### src/rtl/pixel_packer.sv
// Packs narrow pixel symbols into bus-width words, lane 0 in the LSBs.
// An end-of-frame symbol flushes a partial word with pad lanes and tags it last.
module pixel_packer #(
  parameter int                    unpacked_p   = 2,
  parameter int                    num_packed_p = 4,
  parameter int                    bus_width_p  = unpacked_p * num_packed_p,
  parameter logic [unpacked_p-1:0] pad_p        = '0
) (
  input  logic                   clk_i,
  input  logic                   reset_i,
  input  logic [unpacked_p-1:0]  unpacked_i,
  input  logic                   last_i,
  input  logic                   valid_i,
  output logic                   ready_o,
  output logic [bus_width_p-1:0] packed_o,
  output logic                   last_o,
  output logic                   valid_o,
  input  logic                   ready_i
);

  localparam int cnt_w = $clog2(num_packed_p);

  logic [bus_width_p-1:0] acc_q, acc_d;
  logic [cnt_w-1:0]       cnt_q, cnt_d;
  logic [bus_width_p-1:0] out_q, out_d;
  logic                   out_last_q, out_last_d;
  logic                   out_valid_q, out_valid_d;

  logic                   in_fire, out_fire, completing;
  logic [bus_width_p-1:0] ins_word, flush_word;

  assign ready_o  = ~out_valid_q | ready_i;
  assign valid_o  = out_valid_q;
  assign packed_o = out_q;
  assign last_o   = out_last_q;

  assign in_fire    = valid_i & ready_o;
  assign out_fire   = out_valid_q & ready_i;
  assign completing = in_fire & (last_i | (cnt_q == cnt_w'(num_packed_p - 1)));

  // ins_word continues the partial word; flush_word is the same with pad in
  // every lane above the current one. Lanes above cnt_q in acc_q are always 0.
  always_comb begin
    // NOTE: every always_comb output gets a default first so no path leaves it
    // unassigned, which would otherwise infer a latch.
    ins_word   = acc_q;
    flush_word = acc_q;
    for (int k = 0; k < num_packed_p; k++) begin
      if (cnt_w'(k) == cnt_q) begin
        ins_word[k*unpacked_p +: unpacked_p]   = unpacked_i;
        flush_word[k*unpacked_p +: unpacked_p] = unpacked_i;
      end else if (cnt_w'(k) > cnt_q) begin
        flush_word[k*unpacked_p +: unpacked_p] = pad_p;
      end
    end
  end

  always_comb begin
    acc_d       = acc_q;
    cnt_d       = cnt_q;
    out_d       = out_q;
    out_last_d  = out_last_q;
    out_valid_d = out_valid_q;

    if (out_fire) begin
      out_valid_d = 1'b0;
      out_last_d  = 1'b0;
    end

    // A completing beat overrides the drain above, so a simultaneous
    // consume-and-load keeps valid_o high with no bubble.
    if (completing) begin
      out_d       = flush_word;
      out_last_d  = last_i;
      out_valid_d = 1'b1;
      cnt_d       = '0;
      acc_d       = '0;
    end else if (in_fire) begin
      acc_d = ins_word;
      cnt_d = cnt_q + 1'b1;
    end
  end

  // NOTE: sequential state uses non-blocking assignments so every flop samples
  // the pre-edge values, independent of statement order.
  always_ff @(posedge clk_i or negedge reset_i) begin
    if (!reset_i) begin
      acc_q       <= '0;
      cnt_q       <= '0;
      out_q       <= '0;
      out_last_q  <= 1'b0;
      out_valid_q <= 1'b0;
    end else begin
      acc_q       <= acc_d;
      cnt_q       <= cnt_d;
      out_q       <= out_d;
      out_last_q  <= out_last_d;
      out_valid_q <= out_valid_d;
    end
  end

endmodule

### config.mk
export PLATFORM = sky130hd
export DESIGN_NAME = pixel_packer
export DESIGN_NICKNAME = d
export VERILOG_FILES = /design/src/rtl/pixel_packer.sv
export SDC_FILE = /design/constraint.sdc
export NUM_CORES = 1
export LEC_CHECK = 0
export BUFFER_PORTS_ARGS = -buffer_cell sky130_fd_sc_hd__buf_2
export CAP_MARGIN = 0
export CORE_UTILIZATION = 25
export CTS_BUF_LIST = sky130_fd_sc_hd__clkbuf_4 sky130_fd_sc_hd__clkbuf_8
export DETAILED_ROUTE_END_ITERATION = 16
export GPL_TIMING_DRIVEN = 0
export PLACE_DENSITY_LB_ADDON = 0.1
export SETUP_SLACK_MARGIN = 0.2
export SYNTH_ARGS = -nofsm -noshare
export SYNTH_HDL_FRONTEND = slang
export SYNTH_SLANG_ARGS = --single-unit
### constraint.sdc
create_clock -name clk_i -period 1.74 [get_ports clk_i]
set_input_delay 0.348 -clock clk_i [delete_from_list [all_inputs] [get_ports clk_i]]
set_output_delay 0.348 -clock clk_i [all_outputs]
set_load 0.05 [all_outputs]
==> results of run 1 <==
==> metal layers <==
metal / routed length (um) / vias to the layer above
met5: 0 / -
met4: 17 / 0
met2: 863 / 17
met3: 83 / 2
li1: - / 300
met1: 865 / 316
==> layout by cell type (no fill, tap or decap) <==
cell type	count
sky130_fd_sc_hd__dfrtp_1	17
sky130_fd_sc_hd__buf_2	15
sky130_fd_sc_hd__a32o_1	6
sky130_fd_sc_hd__mux2_4	6
sky130_fd_sc_hd__a22o_1	5
sky130_fd_sc_hd__buf_6	3
sky130_fd_sc_hd__o211ai_1	3
sky130_fd_sc_hd__clkbuf_4	3
sky130_fd_sc_hd__inv_2	2
sky130_fd_sc_hd__nor2_1	2
sky130_fd_sc_hd__mux2_2	2
sky130_fd_sc_hd__a32o_2	2
sky130_fd_sc_hd__nand2_1	2
sky130_fd_sc_hd__ha_4	2
sky130_fd_sc_hd__ha_2	2
sky130_fd_sc_hd__buf_4	2
sky130_fd_sc_hd__nand2b_4	1
sky130_fd_sc_hd__and3_4	1
sky130_fd_sc_hd__or2_4	1
sky130_fd_sc_hd__nand3_4	1
sky130_fd_sc_hd__and2_4	1
sky130_fd_sc_hd__nand4_1	1
sky130_fd_sc_hd__o21ai_0	1
sky130_fd_sc_hd__a21o_2	1
sky130_fd_sc_hd__a21oi_1	1
sky130_fd_sc_hd__a21o_1	1
sky130_fd_sc_hd__nor2b_1	1
sky130_fd_sc_hd__clkbuf_8	1
sky130_fd_sc_hd__dfrtp_2	1
sky130_fd_sc_hd__dlygate4sd3_1	1
sky130_fd_sc_hd__buf_8	1
==> metrics by stage <==
stage / power, mW / area, um^2 / setup WS [ns] / std cells
after global routing: 1.54 / 1160 / 0.211 / 135
final: 1.45 / 1160 / 0.249 / 135
after CTS: 1.45 / 1130 / 0.186 / 134
after global placement: 1.16 / 1050 / 0.141 / 128
after detailed placement: 1.16 / 1050 / 0.145 / 128
after floorplan: 1.03 / 917 / 0.214 / 66
==> worst max-delay path by stage <==
stage | end | slack (ns) | cells past startpoint
final | packed_o[1] | 0.25 | 4
after global routing | packed_o[5] | 0.21 | 4
after CTS | packed_o[5] | 0.19 | 5
after detailed placement | packed_o[1] | 0.14 | 4
after global placement | packed_o[1] | 0.14 | 4
after floorplan | packed_o[0] | 0.21 | 4
==> state kept, by name, summed over array words and instances, names as in the netlist <==
name      cells
packed_o      8
acc_q         6
cnt_q         2
last_o        1
valid_o       1
==> critical path: stages, from the launching register on <==
cell                      delay (ns)
sky130_fd_sc_hd__dfrtp_2        0.46
sky130_fd_sc_hd__ha_4           0.19
sky130_fd_sc_hd__or2_4          0.27
sky130_fd_sc_hd__nand3_4        0.14
sky130_fd_sc_hd__mux2_4         0.32
==> power groups by stage <==
stage | combinational [mW] | sequential [mW] | clock (mW)
final | 0.630 | 0.564 | 0.259
after floorplan | 0.267 | 0.760 | 0
after detailed placement | 0.589 | 0.568 | 0
after global placement | 0.592 | 0.563 | 0
after global routing | 0.667 | 0.578 | 0.293
after CTS | 0.616 | 0.558 | 0.281
==> cells by family after synthesis <==
family / after synthesis / synth area share
and+or+nand+nor: 11 / 0.0955
adders and majority gates: 4 / 0.0546
AOI/OAI and AO/OA: 20 / 0.191
muxes: 8 / 0.123
DFF: 18 / 0.491
buffers and inverters: 5 / 0.0450
==> cell type report <==
type                    count  share of cell area
repair buffers             19              0.0995
inverters                   2             0.00649
well taps                  46              0.0497
plain buffers               3              0.0292
flip-flops and latches     18               0.390
multi-input cells          43               0.394
clock buffers               4              0.0314
==> what timing repair did <==
item                                    CTS  global route
hold buffers                              1             0
endpoints found under the hold margin    18             0
buffers inserted                          1             1
resized for setup                         4             8
pin swaps                                 1             0
endpoints found under the setup margin    7             9
==> results.md, run 1 <==
- sky130_fd_sc_hd__dfrtp_1 is the most common cell in the netlist.
- The number of antenna repair diodes is 0.
- The type of element capturing the critical path is a flop.
- Cell internal power was estimated by the tool at 0.883 mW.
- The final number of max-transition violations is 0.
- The vertical extent of the die is 62.6 um.
- The met1 track demand over resource in global routing is 0.134.
- The number of filler instances in the final layout is 367.
- Data on the critical path arrives at its endpoint at 1.68 ns.
- Each instance of the synthesized netlist takes up on average 13.9 um^2.
- The most used flip-flop cell after synthesis is sky130_fd_sc_hd__dfrtp_1.
- 18 I/O pins were placed.
- The nature of the critical path startpoint is a flop.
- The share of the synthesized area in the top cell type is 0.491.
- Measured on the finished design, the core utilization comes to 0.339.
- The number of failing hold endpoints at the final stage came to 0.
- The category of the critical setup timing path is flop to flop.
- TritonCTS created 3 clock buffers.
- The fraction of synthesis flops using an asynchronous set or reset pin is 1.00.
- The static leakage power is 0.570 nW.
- In the final layout, the share of cells above drive strength 1 is 0.539.
- Across the VDD grid, the largest voltage drop is 499 uV.
- The path class of the lowest-slack min-delay path is input pin to flop.
- In this run the register-to-register setup slack is 0.25 ns.
- Of the total power, combinational logic draws 0.434.
- The longest clock path from root to sink contains 2 buffers.
- The distinct cell type count after synthesis is 23.
- The startpoint identified for the worst hold timing path is last_i.
- The number of vias after detailed routing is 635.
- Dividing the detail-routed wire length by the instance count gives 13.6 um.
- Summed over all instances, the cell type with the most area after synthesis is sky130_fd_sc_hd__dfrtp_1.
- Yosys attributes the largest share of cell area to sky130_fd_sc_hd__dfrtp_1 (49%), sky130_fd_sc_hd__mux2_4 (9.8%), sky130_fd_sc_hd__a32o_1 (6.5%).
- The multi-input combinational cell area is 455 um^2.
- Entering global routing, the biggest net connects 19 pins.
- The worst hold slack across all endpoints is 0.325 ns.
- For this run, the number of Yosys warnings is 0.
- The later-pin clock latency in the skew report is 0.29 ns.
- After clock tree synthesis, the clock-pin slew on the worst setup and hold paths is 0.11 ns.
- The site row count is 21.
- The post-route minimum period is 1.49 ns.
- The share of total power dissipated in sequential elements is 0.388.
- The tree is rooted in a sky130_fd_sc_hd__clkbuf_4.
- The die covers 0.00392 mm^2.
- The cell count after synthesis came out at 66.
- The actual transition at the worst max-transition pin is 0.441 ns.
- The number of max-cap violations is 0.
- Dividing the final minimum period by the clock period gives 0.857.
- The placeable core area is 0.00342 mm^2.
- The layer with the highest usage is met2.
- The largest clock skew in the final design is 0.00513 ns.
- The number of nets in the synthesized netlist is 77.
- The hold path endpoint is last_o.
- Routability-driven placement finished with a final weighted congestion of 0.677.
- From left edge to right edge, the die measures 62.6 um.
- The required time of the critical path is 1.93 ns.
- The starting DRC count in detailed routing is 14.
- Compared with the post-synthesis result, the final layout area differs by 26.2%.
- The synthesized netlist occupies a cell area of 917 um^2.
- Power spread over the standard cell area amounts to 1260 mW/mm^2.
- The capture point of the worst reg-to-reg path is packed_o[1].
- Summed over all layers, the global routing overflow is 0.
- The clock drives 18 sinks.
- In the synthesized netlist, the cells that appear most often are sky130_fd_sc_hd__dfrtp_1 (18), sky130_fd_sc_hd__a32o_1 (6), sky130_fd_sc_hd__mux2_4 (6).
- The maximum operating frequency is 671 MHz.
- In this run the number of H-tree levels came out at 1.
- The top fanout value on the critical path is 7.
- The via count of the first global-routing pass is 658.
- The overall routed net length is 1.83 mm.
- The combined flip-flop and latch cell area is 452 um^2.
- The worst reg2reg path depth is 4.
- Across every metal layer, demand over resource in global routing totals 0.105.
- The clock share of power is 0.178.
- The run finished with clean final reports.
- The half-perimeter wire length of the detailed placement result is 1.27 mm.
- Setup repair after global routing left no endpoint under its margin.
- The post-route DRC violation count is 0.
- Of the total power, the share spent switching nets is 0.392.
- For met3 alone, demand over resource in global routing was 0.0328.
- The detail route stage leaves a number of antenna-violating nets equal to 0.
- The number of flip-flops and latches in the synthesized netlist is 18.
- For this configuration, the core starts out at a cell density of 0.268.
- The wire length of the first global-routing pass is 3.13 mm.
- The total iterations of the first detailed-routing run is 5.
- The synthesized design contains 0 enable-type register cells.
- The sequential fraction of the synthesis area is 0.491.
- The setup TNS is 0 ns.
- The number of antenna violations at the first check in global routing is 0.
- Dividing the detail-routed via count by the number of cells gives 4.70.
- Setup violations remaining at the end of the flow were counted as 0.
- In this run the tool buffered the top-level ports with 16 buffer cells.
- The critical path starts at cnt_q[1].
- In the final design database the tool counted 101 nets.
- TritonCTS built the clock tree.
- The startpoint of the lowest-slack register-to-register path is cnt_q[1].
- The net switching power figure is 0.569 mW.
- The met2 usage is 0.173.
- The hold path depth is 2.
- The headroom to the max-slew limit is 0.706.
No activity file was read; power rests on OpenSTA's default activity.
==> run 2, diff against run 1 <==
Settings changed: ABC_AREA set to 1.
==> run 2 against run 1 <==
Against the previous run:
- count of clock-buffer cells in the layout stayed put
- sequential power is 3% lower
- utilization is 1.7 points lower
- die area is 1.2% lower
- critical endpoint is now ready_o
- critical path depth is 2 lower
- global-route usage is 0.82 points higher
==> results.md, run 2 <==
- The run finished with clean final reports.
- The fraction of the cycle the final worst path needs was 0.842 (-0.0146).
- The share of the synthesized area in the top cell type is 0.497 (+0.00611).
- Summed over all instances, the cell type with the most area after synthesis is sky130_fd_sc_hd__dfrtp_1.
- Yosys attributes the largest share of cell area to sky130_fd_sc_hd__dfrtp_1 (50%), sky130_fd_sc_hd__nand2_1 (20%), sky130_fd_sc_hd__ha_1 (5.5%).
- The slowest stage of the critical path belongs to the cell sky130_fd_sc_hd__dfrtp_1.
- The vertical extent of the die is 62.2 um (-0.60%).
- The number of antenna repair diodes came to 0 (unchanged).
- The initial standard-cell utilization of the core is 0.265 (-0.00330).
- The buffers plus inverters on the worst setup path was 1 (+1).
- The peak per-stage delay on the critical path is 0.45 ns (about the same).
- The signed area change from the synthesized netlist to the final layout is 21.4%.
- The synthesized cell area is 906 um^2 (-1.2%).
- The number of flip-flops and latches in the synthesized netlist is 18 (unchanged).
- The net count after synthesis is 119 (+55%).
- The post-route DRC violation count is 0 (unchanged).
- The distinct cell type count after synthesis is 12 (-48%).
- The setup fix buffers added after clock tree synthesis was 0 (-1).
- The per-cell routed wire length came to 10.7 um (-21%).
- The global placer's final weighted congestion is 0.788 (+16%).
- The leading cell type by number of instances after synthesis is sky130_fd_sc_hd__nand2_1.
- The total iterations of the first detailed-routing run was 4 (-1).
- The number of nets in the final layout is 142 (+41%).
- In the layout the commonest cells are sky130_fd_sc_hd__nand2_1 (47), sky130_fd_sc_hd__dfrtp_1 (18), sky130_fd_sc_hd__buf_2 (16).
- The number of vias per cell is 4.41 (-6.1%).
- The number of max-cap violations is 0 (unchanged).
- The synthesized instance count came to 108 (+64%).
- The arrival time reported for the critical path endpoint was 1.12 ns (-0.56 ns).
- The total power draw is 1.28 mW (-12%).
- The final number of max-transition violations is 0 (unchanged).
- The clock sink count is 18 (unchanged).
- The overall routed net length is 1.88 mm (+2.7%).
- The sequential fraction of the synthesis area is 0.497 (+0.00611).
- The wire length of the first global-routing pass was 3.48 mm (+11%).
- The remaining global-route overflow is 0 (unchanged).
- The final worst slack is 0.274 ns (+0.0253 ns).
- Setup repair after global routing left no endpoint under its margin.
- The number of failing hold endpoints at the final stage is 0 (unchanged).
- The residual antenna-violating net count after detailed routing came to 0 (unchanged).
- The flip-flop count of the largest register, all copies and words added is 8 (unchanged).
- The count of pins on the block boundary was 18 (unchanged).
- The starting DRC count in detailed routing is 23 (+9).
- Among all flip-flop cells after synthesis, the most frequent one is sky130_fd_sc_hd__dfrtp_1.
- The final non-filler cell total is 176 (+30%).
- The number of placed instances with taps included is 171 (+34%).
- The largest vdd supply drop is 325 uV (-35%).
- The overall track demand over capacity in global routing is 0.113 (+0.00817).
- The layout cell share with drive strength beyond 1 is 0.215 (-0.324).
- The maximum operating frequency is 682 MHz (+1.7%).
- The number of antenna violations at the first check in global routing was 0 (unchanged).
- The fraction of synthesis flops using an asynchronous set or reset pin is 1.00 (unchanged).
- The headroom to the max-slew limit is 0.726 (+0.0199).
- The total clock buffers created by CTS was 3 (unchanged).
- The count of H-tree levels built during CTS is 1 (unchanged).
- On the critical path the largest part of the delay comes from flip-flops.
- STA classifies the critical path endpoint as a primary output.
- The number of enable-type register cells in the synthesized netlist is 0 (unchanged).
- The worst hold slack across all endpoints is 0.295 ns (-0.0305 ns).
- The nature of the critical path startpoint is a flop.
- The path class of the tightest hold or removal check is input pin to flop.
- The site row count is 21 (unchanged).
- The most frequent standard cell in the layout excluding fill and tap cells is sky130_fd_sc_hd__nand2_1.
- The static leakage power is 0.606 nW (+6.3%).
- The post-route minimum period was 1.47 ns (-0.0253 ns).
- The die area is 0.00387 mm^2 (-1.2%).
- The required time of the critical path is 1.39 ns (-0.54 ns).
- The pin count of the biggest net entering global routing is 19 (unchanged).
- The tree is rooted in a sky130_fd_sc_hd__clkbuf_4.
- The later-pin clock latency in the skew report is 0.30 ns (about the same).
- The half-perimeter wire length of the detailed placement result is 1.45 mm (+15%).
- The number of setup violations in the final report was 0 (unchanged).
- The number of port buffers is 17 (+1).
- The clock tree from TritonCTS is done.
- The largest clock skew in the final design is 0.00605 ns (+0.000914 ns).
- The die width is 62.2 um (-0.60%).
- The actual transition at the worst max-transition pin is 0.411 ns (-0.0299 ns).
- The number of vias after detailed routing is 777 (+22%).
- The buffer levels on the longest clock path is 2 (unchanged).
- The top fanout value on the critical path is 4 (-3).
- The mean instance size in the synthesized netlist is 8.39 um^2 (-40%).
- Walking the worst path, the cells encountered are nand2_2 -> clkbuf_4.
- The placeable core area is 0.00342 mm^2 (unchanged).
- The commonest cells after synthesis are sky130_fd_sc_hd__nand2_1 (48), sky130_fd_sc_hd__dfrtp_1 (18), sky130_fd_sc_hd__inv_1 (9), sky130_fd_sc_hd__o21ai_0 (9), sky130_fd_sc_hd__nand3_1 (8).
- The clock input transition at the sequential cells of the worst setup and hold paths is 0.11 ns (about the same).
- The number of warnings reported in the yosys synthesis log is 0 (unchanged).
- The via count of the first global-routing pass is 778 (+18%).
- The power density of the placed cells is 1170 mW/mm^2 (-7.0%).
- The pre-CTS worst setup slack is 0.384 ns (+0.240 ns).
- The number of filler instances in the final layout came to 378 (+3.0%).
- The category of the critical setup timing path is flop to primary output.
- The setup TNS is 0 ns (unchanged).
[run 2: through the flow]
step	instance area, um^2	util
2_1_floorplan	908	-
3_3_place_gp	1050	0.308
3_5_place_dp	1050	0.308
4_1_cts	1100	0.321
5_1_grt	1100	0.322
6_report	1100	0.322
[run 2: kinds of logic after synthesis]
logic type	Yosys count	share of synthesized area
buffers and inverters	11	0.0580
DFF	18	0.497
and+or+nand+nor	65	0.322
AOI/OAI and AO/OA	10	0.0677
adders and majority gates	4	0.0553
[run 2: timing repair]
| item | CTS | global route |
|---|---|---|
| hold endpoints to repair | 18 | 0 |
| setup endpoints to repair | 0 | 1 |
| hold buffers | 1 | 0 |
| gates resized for setup | 0 | 1 |
[run 2: final cells by class]
| class | count | area (um^2) | area share |
|---|---|---|---|
| Tap cell | 46 | 57.6 | 0.0523 |
| Multi-Input combinational cell | 79 | 405 | 0.369 |
| Clock buffer | 4 | 36.3 | 0.0330 |
| Timing Repair Buffer | 18 | 97.6 | 0.0887 |
| Buffer | 2 | 18.8 | 0.0171 |
| Inverter | 9 | 33.8 | 0.0307 |
| Sequential cell | 18 | 450 | 0.410 |
[run 2: where the power goes]
group	switching, mW	total (mW)	internal, mW
clock network	0.136	0.264	0.128
registers	0.0512	0.548	0.497
logic	0.349	0.471	0.123
total	0.536	1.28	0.747
[run 2: worst paths after layout]
| path | startpoint | endpoint | slack [ns] | cells past startpoint |
|---|---|---|---|---|
| hold reg to reg | packed_o[2] | packed_o[2] | 0.47 | 2 |
| max in group asynchronous | reset_i | packed_o[3] | 0.94 | 2 |
| hold / removal | last_i | last_o | 0.29 | 3 |
| min in group asynchronous | reset_i | valid_o | 0.50 | 2 |
| setup reg to reg | cnt_q[1] | acc_q[3] | 0.36 | 7 |
| setup / recovery | valid_o | ready_o | 0.27 | 2 |
[run 2: routing by layer]
layer / routed length (um) / track usage
met1: 957 / 0.141
met2: 813 / 0.187
met3: 83 / 0.0239
met4: 25 / 0.0523
met5: 0 / 0
[run 2: worst min-delay path, stage by stage]
cell and delay, ns:
sky130_fd_sc_hd__buf_2 0.11, sky130_fd_sc_hd__nand2_1 0.05, sky130_fd_sc_hd__o21ai_0 0.06
